### src/rtl/fetch_unit.sv
// fetch_unit -- instruction-fetch stage feeding the IF/ID pipeline register.
//
// Owns the PC and drives a request/ready handshake to instruction memory.
// It presents one instruction per cycle with zero-wait memory. It holds a
// returned instruction while IF/ID is stalled. After an ID-stage redirect it
// drains a stale in-flight request. It emits an all-zero bubble whenever no
// valid instruction is available.
//
// Ports:
//   clk, rst               clock (rising edge), asynchronous active-low reset
//   IF_ID_write            1 = IF/ID takes this cycle's output, 0 = stall
//   redirect_valid/_target branch/jump from ID; overrides everything
//   imem_req/imem_addr     memory request, address held until imem_ready
//   imem_ready/imem_rdata  request completion and instruction data
//   instruction_out        instruction to IF/ID (0 on bubble)
//   pc_plus_4_out          fetch address + 4 (0 on bubble)
//   pc_page_out            pc_plus_4_out[31:28] (0 on bubble)
//   fetch_valid            instruction_out is a real instruction
//
// Optional feature, macro FETCH_PERF_CNT_EN: adds fetch_count and
// bubble_count. These are wrapping 32-bit event counters.
module fetch_unit #(
    parameter logic [31:0] RESET_PC = 32'h0000_0000,
    parameter int          ADDR_W   = 32
) (
    input  logic              clk,
    input  logic              rst,
    input  logic              IF_ID_write,
    input  logic              redirect_valid,
    input  logic [ADDR_W-1:0] redirect_target,
    output logic              imem_req,
    output logic [ADDR_W-1:0] imem_addr,
    input  logic              imem_ready,
    input  logic [31:0]       imem_rdata,
    output logic [31:0]       instruction_out,
    output logic [ADDR_W-1:0] pc_plus_4_out,
    output logic [3:0]        pc_page_out,
`ifdef FETCH_PERF_CNT_EN
    output logic [31:0]       fetch_count,
    output logic [31:0]       bubble_count,
`endif
    output logic              fetch_valid
);

    typedef enum logic [1:0] {
        S_IDLE = 2'd0,
        S_REQ  = 2'd1,
        S_HOLD = 2'd2,
        S_DROP = 2'd3
    } state_t;

    state_t            state_q, state_d;
    logic [ADDR_W-1:0] pc_q, pc_d;
    logic [ADDR_W-1:0] req_addr_q, req_addr_d;
    logic [31:0]       hold_instr_q, hold_instr_d;
    logic [ADDR_W-1:0] next_addr;

    // In S_HOLD, req_addr_q still names the held instruction. The same
    // +4 therefore serves both the live path and the held path.
    assign next_addr = req_addr_q + 32'd4;

    always_comb begin
        state_d         = state_q;
        pc_d            = pc_q;
        req_addr_d      = req_addr_q;
        hold_instr_d    = hold_instr_q;
        imem_req        = 1'b0;
        fetch_valid     = 1'b0;
        instruction_out = 32'h0;
        pc_plus_4_out   = '0;

        case (state_q)
            S_IDLE: begin
                state_d    = S_REQ;
                req_addr_d = pc_q;
            end
            S_REQ: begin
                imem_req = 1'b1;
                if (imem_ready) begin
                    fetch_valid     = 1'b1;
                    instruction_out = imem_rdata;
                    pc_plus_4_out   = next_addr;
                    if (IF_ID_write) begin
                        pc_d       = next_addr;
                        req_addr_d = next_addr;
                    end else begin
                        hold_instr_d = imem_rdata;
                        state_d      = S_HOLD;
                    end
                end
            end
            S_HOLD: begin
                fetch_valid     = 1'b1;
                instruction_out = hold_instr_q;
                pc_plus_4_out   = next_addr;
                if (IF_ID_write) begin
                    pc_d       = next_addr;
                    req_addr_d = next_addr;
                    state_d    = S_REQ;
                end
            end
            S_DROP: begin
                // The stale request must complete before a new address goes out.
                imem_req = 1'b1;
                if (imem_ready) begin
                    state_d    = S_REQ;
                    req_addr_d = pc_q;
                end
            end
            default: state_d = S_IDLE;
        endcase

        if (redirect_valid) begin
            fetch_valid     = 1'b0;
            instruction_out = 32'h0;
            pc_plus_4_out   = '0;
            hold_instr_d    = hold_instr_q;
            pc_d            = redirect_target;
            // A request that is still in flight must drain first. Otherwise
            // the next request can go straight out at the target address.
            if ((state_q == S_REQ || state_q == S_DROP) && !imem_ready) begin
                state_d    = S_DROP;
                req_addr_d = req_addr_q;
            end else begin
                state_d    = S_REQ;
                req_addr_d = redirect_target;
            end
        end
    end

    assign imem_addr   = imem_req ? req_addr_q : '0;
    assign pc_page_out = pc_plus_4_out[31:28];

    always_ff @(posedge clk or negedge rst) begin
        if (!rst) begin
            state_q      <= S_IDLE;
            pc_q         <= RESET_PC;
            req_addr_q   <= RESET_PC;
            hold_instr_q <= 32'h0;
        end else begin
            state_q      <= state_d;
            pc_q         <= pc_d;
            req_addr_q   <= req_addr_d;
            hold_instr_q <= hold_instr_d;
        end
    end

`ifdef FETCH_PERF_CNT_EN
    logic [31:0] fetch_count_q, fetch_count_d;
    logic [31:0] bubble_count_q, bubble_count_d;

    // fetch_valid is already forced low on a redirect cycle.
    always_comb begin
        fetch_count_d  = fetch_count_q;
        bubble_count_d = bubble_count_q;
        if (fetch_valid && IF_ID_write && !redirect_valid)
            fetch_count_d = fetch_count_q + 32'd1;
        if (!fetch_valid && IF_ID_write)
            bubble_count_d = bubble_count_q + 32'd1;
    end

    always_ff @(posedge clk or negedge rst) begin
        if (!rst) begin
            fetch_count_q  <= 32'h0;
            bubble_count_q <= 32'h0;
        end else begin
            fetch_count_q  <= fetch_count_d;
            bubble_count_q <= bubble_count_d;
        end
    end

    assign fetch_count  = fetch_count_q;
    assign bubble_count = bubble_count_q;
`endif

endmodule
### config.mk
export PLATFORM = sky130hd
export DESIGN_NAME = fetch_unit
export DESIGN_NICKNAME = d
export VERILOG_FILES = /design/src/rtl/fetch_unit.sv
export SDC_FILE = /design/constraint.sdc
export NUM_CORES = 1
export LEC_CHECK = 0
export CAP_MARGIN = 5
export CORE_MARGIN = 2
export CORE_UTILIZATION = 53
export CTS_CLUSTER_DIAMETER = 60
export CTS_CLUSTER_SIZE = 10
export DETAILED_ROUTE_END_ITERATION = 8
export HOLD_SLACK_MARGIN = 0.02
export PLACE_DENSITY = 0.87
export SYNTH_ARGS = -nofsm -noshare
export SYNTH_HDL_FRONTEND = slang
export SYNTH_SLANG_ARGS = --single-unit
### constraint.sdc
create_clock -name clk -period 7.6 [get_ports clk]
set_clock_uncertainty 0.05 [all_clocks]
set_input_delay 1.52 -clock clk [delete_from_list [all_inputs] [get_ports clk]]
set_output_delay 1.52 -clock clk [all_outputs]
set_load 0.02 [all_outputs]
---- After elaboration in Yosys (flattened, before gate mapping) ----
Cells that the tools add are included.
W data, S select, Z words.
operators by class
  $add $sub $neg .......................... 1
  multiply operators ...................... 0
  divide/modulo/power cells ............... 0
  magnitude comparators ................... 0
  equal/unequal tests ..................... 8
  shift operators ......................... 0
  multiplexer cells ....................... 28
  bitwise operators ....................... 2
  reductions and logical operators ........ 10
operator list
  kind                     count
  $mux W32                 13
  $pmux W32 S2             3
  $pmux W32 S4             1
  $add A32 B3 Y32 const B  1
  $mux W2                  6
  $ne A3 B3 Y1 const B     4
  $pmux W2 S4              1
  $reduce_and A4 Y1        2
  $eq A2 B2 Y1 const B     2
  $mux W1                  3
  $reduce_and A3 Y1        1
  $reduce_bool A3 Y1       1
  $eq A2 B1 Y1 const B     1
  $logic_not A2 Y1         1
  $ne A2 B2 Y1 const B     1
  $not A1 Y1               2
  $pmux W1 S2              1
  $reduce_and A2 Y1        1
  $reduce_or A2 Y1         1
  $logic_and A1 B1 Y1      1
  $logic_not A1 Y1         1
  $logic_or A1 B1 Y1       1
word-level totals
  register bits ........................... 98
  latch bits .............................. 0
  RAM bits ................................ 0
  ROM bits ................................ 0
  input bits .............................. 69
  output and inout bits ................... 102
  logic and storage cells ................. 53
  memories kept ........................... 0

---- Depth between registers and ports, before layout ----
Gate-level depths: netlist (run 1).
  depth after elaboration ................. 5
  mapped depth ............................ 10
  gate-level depth less buffers ........... 7

---- Worst setup path before layout (run 1) ----
OpenSTA, ideal clock, no wires.
  path kind ............................... input-to-output
  from .................................... input imem_ready
  to ...................................... output pc_plus_4_out[28]
  data arrival time ....................... 2.846 ns
  required time ........................... 6.030 ns
  path slack .............................. 3.184 ns
  stages on the path ...................... 6
  path buffers ............................ 3
  path through ............................ and2_1 buf_6 o21ai_1 clkbuf_1 nor2_1 buf_4
on the way
  cells in the longest elaborated chain, start to end .. 3
ends and longest elaborated chain
  item             line  source
  start, declared  33    input logic imem_ready,
  $mux W32         79    if (imem_ready) begin
  $pmux W32 S2     72    case (state_q)
  $mux W32         113   if (redirect_valid) begin
  end, declared    36    output logic [ADDR_W-1:0] pc_plus_4_out,
No other way between the ends.

---- Final worst setup path (run 1) ----
  from .................................... register state_q[0]
  to ...................................... output pc_plus_4_out[7]
on the way
  cells in the longest elaborated chain, start to end .. 3
  elaborated cells between the ends (all ways) .. 4
  those cells by class .................... 2 x eq/ne; 2 x mux
ends and longest elaborated chain
  item                                          line  source
  start, declared                               52    state_t state_q, state_d;
  start signal, assigned                        141   state_q <= state_d;
  $eq A2 B2 Y1 or $eq A2 B1 Y1 (tied branches)  72
  $pmux W32 S2 (*)                              72
  $mux W32 (*)                                  113
Mark *: on every way between the ends. The rest lies on a longest branch, timed or not.

==> impl_metrics.ini, run 1 <==
[detailed_routing]
vias = 6015
drt_iter0_drc = 568
ant_nets = 0
routedWlPerCell_microns = 18.9
viasPerCell = 6.19
firstDrtPassIters = 5
routed_wl_mm = 18.4
drc = 0

[final_layout]
final_util = 0.714
area_growth_pct = 32.4
fill_cells = 871
regArea_sq_um = 2450
drive_gt1_frac = 0.100
multiInputGateArea_sq_um = 3310
antennaDiodeCount = 0
nets = 897

[synth]
netlist_area_sq_um = 6110
synth_edf_count = 0
syn_inst = 694
synth_flop_cell = dfrtp_1
synth.avg_cell_area_sq_um = 8.80
synth-seq-cells = 98
synth.distinct_cells = 63
ys_seq_area_frac = 0.401
synth-async-reset-ratio = 1.00
synth_nets = 767
ys_warn_count = 0

[power_and_ir_drop]
power_uw = 2880
peakVddDrop_mv = 0.180
leakagePower_uw = 0.00321
power.density_nw_per_um2 = 356

[worst_setup_path]
r2r_slack_ps = 3280
end_kind = output port
cp_num_buf_inv = 4
slowest_stage = dfrtp_1
crit_family = buffers and inverters
crit_top_cell = inv_1
slowest_delay_ps = 840
worstSetupPathType = flip-flop to output port
required_ps = 6030
worstPathCellList = inv_1, ha_1, nor2_1, o21ai_2, buf_4, inv_1, and2_1, clkdlybuf4s50_1
cp_max_fo = 25
worstPathArrival_ps = 4910
crit_path_start_kind = flip-flop

[floorplanning]
die_height_microns = 111
ios = 171
row_count = 39
initial_core_util = 0.540
dieArea_sq_um = 12400
core_sq_um = 11300
die_x_microns = 111

[grt]
grt_antenna_before_repair = 0
grt_pass1_vias = 5986
grt_usage = 0.289
grt_pass1_wl_mm = 29.5
grt_max_degree = 72
overflow = 0

[place]
hpwl_mm = 12.7
io_buffers = 170
dp_slack_ps = 1610
gp_congestion = 0.875

[clock_network]
cts_setup_buffers = 0
clkTransAtPathRegs_ps = 70
cts_tree = built
cts_root_buffer = clkbuf_16
numCtsBuffers = 9
cts_buffer_depth = 2
cts_resized = 0
cts_hold_buffers = 0
cts.sinks = 98
htree_levels = 3
clkLatencyLatePin_ps = 340

[sta]
post-route-period-util = 0.853
drv_slew = 0
worstMarginPinSlew_ps = 1340
maxSlewHeadroom = 0.102
finalSetupTns_ps = 0
finalHoldViolations = 0
fmax_ghz = 0.154
fin_crit_ps = 6480
setup_violations = 0
rsz0062_at_grt = false
fin_ws_ps = 1120
holdWs_ps = 458

[worst_hold_path]
hold_class = flip-flop to flip-flop

[job]
cap_violations = 0

[run_status]
outcome = finished clean
## Yosys cell counts (all sizes together) (4+ instances only)
cell type	n	area share
dfrtp	98	0.40
a21o	6	0.0074
inv	18	0.011
a31oi	5	0.0051
and2	26	0.027
nand4	8	0.013
o22ai	6	0.0061
a22oi	48	0.059
o2bb2ai	8	0.011
a21oi	29	0.024
o21ai	68	0.056
xnor2	19	0.027
o21a	10	0.012
a22o	5	0.0072
nor3	11	0.0098
mux2	32	0.059
nand2	39	0.025
nand3	15	0.016
clkbuf	42	0.026
and3	8	0.0088
or4	4	0.0055
buf	19	0.023
ha	4	0.0082
o31a	5	0.0074
nor2	105	0.065
nor4	8	0.012
a221oi	6	0.0086
a222oi	4	0.0066
xor2	5	0.0072
## per-layer routing
| layer | wire length [microns] | GRT usage | part of all wire | vias up |
|---|---|---|---|---|
| li1 | - | - | - | 2748 |
| met1 | 7540 | 0.374 | 0.41 | 2894 |
| met2 | 8850 | 0.486 | 0.48 | 346 |
| met3 | 1700 | 0.0670 | 0.093 | 27 |
| met4 | 312 | 0.0930 | 0.017 | 0 |
| met5 | 0 | 0 | 0 | - |
## final cells by class
type,count,area share
Clock buffer,11,0.0300
Clock inverter,5,0.00665
Inverter,18,0.00835
Multi-Input combinational cell,517,0.409
Sequential cell,98,0.303
Tap cell,143,0.0221
Timing Repair Buffer,180,0.221
## state kept, by name (all words and copies together) (netlist names)
register	count
hold_instr_q	32
req_addr_q	32
pc_q	32
state_q	2
## power breakdown
group | internal (uW) | switching, uW | total (uW) | leakage, uW
clock | 263 | 197 | 460 | 0.000149
sequential | 727 | 227 | 954 | 0.00119
combinational | 648 | 816 | 1460 | 0.00188
## path summary, 6_finish.rpt
check | startpoint | endpoint | cells after the start
min reg2reg | pc_q[26] | pc_q[26] | 2
max | state_q[0] | pc_plus_4_out[7] | 8
min in group asynchronous | rst | pc_q[9] | 1
max in group asynchronous | rst | req_addr_q[1] | 2
max reg2reg | state_q[0] | req_addr_q[12] | 7
min | pc_q[26] | pc_q[26] | 2
## cells by family (layout without fill, tap and decap cells)
family,Yosys count,in the layout,synth area share
AO/OA/AOI/OAI,218,218,0.235
flip-flops,98,98,0.401
multiplexers,35,35,0.0639
XOR/XNOR,24,24,0.0344
AND/OR/NAND/NOR,236,236,0.197
buffers and inverters,79,214,0.0598
adder cells (fa/ha/maj),4,4,0.00819
## placed cells by master, fill, tap and decap left out, drive strengths merged, types with 10 or more instances in the layout
cell           netlist  layout
mux2                32      32
inv                 18      18
buf                 19      11
xnor2               19      19
dfrtp               98      98
nand2               39      39
clkdlybuf4s50        0     168
a22oi               48      48
o21a                10      10
nand3               15      15
nor3                11      11
clkbuf              42      12
a21oi               29      29
and2                26      26
nor2               105     105
o21ai               68      68
## metrics by stage
| stage | instance area, sq um | std cells |
|---|---|---|
| floorplan | 6110 | 694 |
| global placement | 7770 | 955 |
| detailed placement | 7770 | 955 |
| CTS | 8060 | 971 |
| global route | 8090 | 972 |
| finish | 8090 | 972 |
## tightest hold or removal path, stage by stage (launching register included)
cell	delay [ps]
dfrtp_1	350
a22oi_1	60
o21ai_0	60
Power figures use the tool's default switching activity.
==> inputs of run 2 (changes only) <==
Settings changed: CORE_UTILIZATION 53 to 49, GPL_ROUTABILITY_DRIVEN set to 0, PLACE_DENSITY 0.87 to 0.82.
Clock period 7.6 ns to 7.1 ns, I/O delays scaled along.
==> impl_metrics.ini, run 2 (synthesized netlist as in run 1, its figures left out) <==
[clock_network]
cts_buffer_depth = 2
clkLatencyLatePin_ps = 360
cts_tree = built
cts_root_buffer = clkbuf_16
numCtsBuffers = 9
clkTransAtPathRegs_ps = 70
cts_resized = 0
htree_levels = 3
cts.sinks = 98
cts_setup_buffers = 0
cts_hold_buffers = 0

[place]
io_buffers = 170
hpwl_mm = 12.7
dp_slack_ps = 2240
place_inst = 982

[worst_setup_path]
reg2reg_to = req_addr_q[12]
end_kind = output port
cp.depth = 7
worstPathArrival_ps = 3880
worstSetupPathType = flip-flop to output port
required_ps = 5630
cp_max_fo = 27
worstPathCellList = inv_1, ha_1, nor2_1, o21ai_2, buf_4, nor2_1, clkdlybuf4s50_1
crit_path_start_kind = flip-flop
slowest_delay_ps = 870
crit_family = buffers and inverters
r2r_start = state_q[0]
r2r_slack_ps = 2320
slowest_stage = dfrtp_1
crit_top_cell = nor2_1
cp_num_buf_inv = 3
rr_worst_depth = 8

[detailed_routing]
viasPerCell = 6.03
routedWlPerCell_microns = 18.6
firstDrtPassIters = 5
ant_nets = 0
routed_wl_mm = 18.6
drt_iter0_drc = 503
drc = 0
vias = 6019

[final_layout]
top_regs = hold_instr_q x32, pc_q x32, req_addr_q x32
nets = 898
drive_gt1_frac = 0.102
antennaDiodeCount = 0
multiInputGateArea_sq_um = 3310
layout_commonest_cell = clkdlybuf4s50_1
regArea_sq_um = 2450
area_growth_pct = 33.0
final_cell_mix = 168 x clkdlybuf4s50_1, 105 x nor2_1, 98 x dfrtp_1
fill_cells = 994
final_util = 0.671
stdcell_count = 998

[sta]
fin_crit_ps = 5350
finalSetupTns_ps = 0
fin_ws_ps = 1750
drv_slew = 0
maxSlewHeadroom = 0.208
worstMarginPinSlew_ps = 1180
fmax_ghz = 0.187
post-route-period-util = 0.754
finalHoldViolations = 0
rsz0062_at_grt = false
setup_violations = 0

[floorplanning]
ios = 171
die_height_microns = 116
die_x_microns = 116
row_count = 40
initial_core_util = 0.504
dieArea_sq_um = 13400
core_sq_um = 12100

[grt]
grt_pass1_wl_mm = 29.4
grt_usage = 0.281
grt_util_met2 = 0.446
grt_max_degree = 52
grt_use_met3 = 0.0732
grt_antenna_before_repair = 0
use_met1 = 0.356
grt-busiest-layer = met2
grt_pass1_vias = 5989
overflow = 0

[power_and_ir_drop]
peakVddDrop_mv = 0.179
leakagePower_uw = 0.00321
power.density_nw_per_um2 = 379
power_uw = 3080

[worst_hold_path]
min_from = pc_q[30]
hold_class = flip-flop to flip-flop
hold_end = pc_q[30]
whs_path_depth = 2

[job]
cap_violations = 0

[run_status]
outcome = finished clean
==> run 2: cell types whose count changed in the layout (fill, tap and decap cells not counted) <==
cell	change
clkinv_2	-2
clkbuf_1	-1
buf_4	+2
clkbuf_16	-1
o21ai_2	-1
clkbuf_8	+3
o21ai_4	+1
clkinvlp_4	+1
bufinv_16	-1
==> run 2: final cells by class <==
class / instances / area share
clock buffers: 13 / 0.0345
clock inverters: 3 / 0.00262
inverters: 18 / 0.00832
multi-input cells: 517 / 0.408
flip-flops and latches: 98 / 0.302
well taps: 168 / 0.0259
repair buffers: 181 / 0.219
==> run 2: how the worst max path moves through the flow <==
| stage | start | to |
|---|---|---|
| 6_report | state_q[0] | pc_plus_4_out[30] |
| 5_1_grt | state_q[0] | pc_plus_4_out[30] |
| 4_1_cts | state_q[0] | pc_plus_4_out[30] |
| 3_5_place_dp | state_q[0] | pc_plus_4_out[31] |
| 3_3_place_gp | imem_ready | instruction_out[7] |
| 2_1_floorplan | imem_ready | pc_plus_4_out[28] |
==> run 2: through the flow <==
step,hold slack (ps),instance area (sq um)
6_report,456,8120
5_1_grt,477,8120
4_1_cts,459,8120
3_5_place_dp,444,7820
3_3_place_gp,438,7820
2_1_floorplan,421,6110
==> run 2: where the power goes <==
group | switching, uW | total (uW) | internal (uW)
clock | 220 | 496 | 276
sequential | 240 | 1020 | 778
combinational | 873 | 1570 | 693
total | 1330 | 3080 | 1750
==> run 2: tightest hold or removal path, delay by kind of cell (launching register included) <==
kind | cells | cell delay (ps)
AO/OA/AOI/OAI | 2 | 130
flip-flops | 1 | 340
==> run 2: per-layer routing <==
layer,vias up,share of wire
met2,323,0.46
met1,2899,0.41
li1,2753,-
met5,-,0
met3,44,0.099
met4,0,0.029
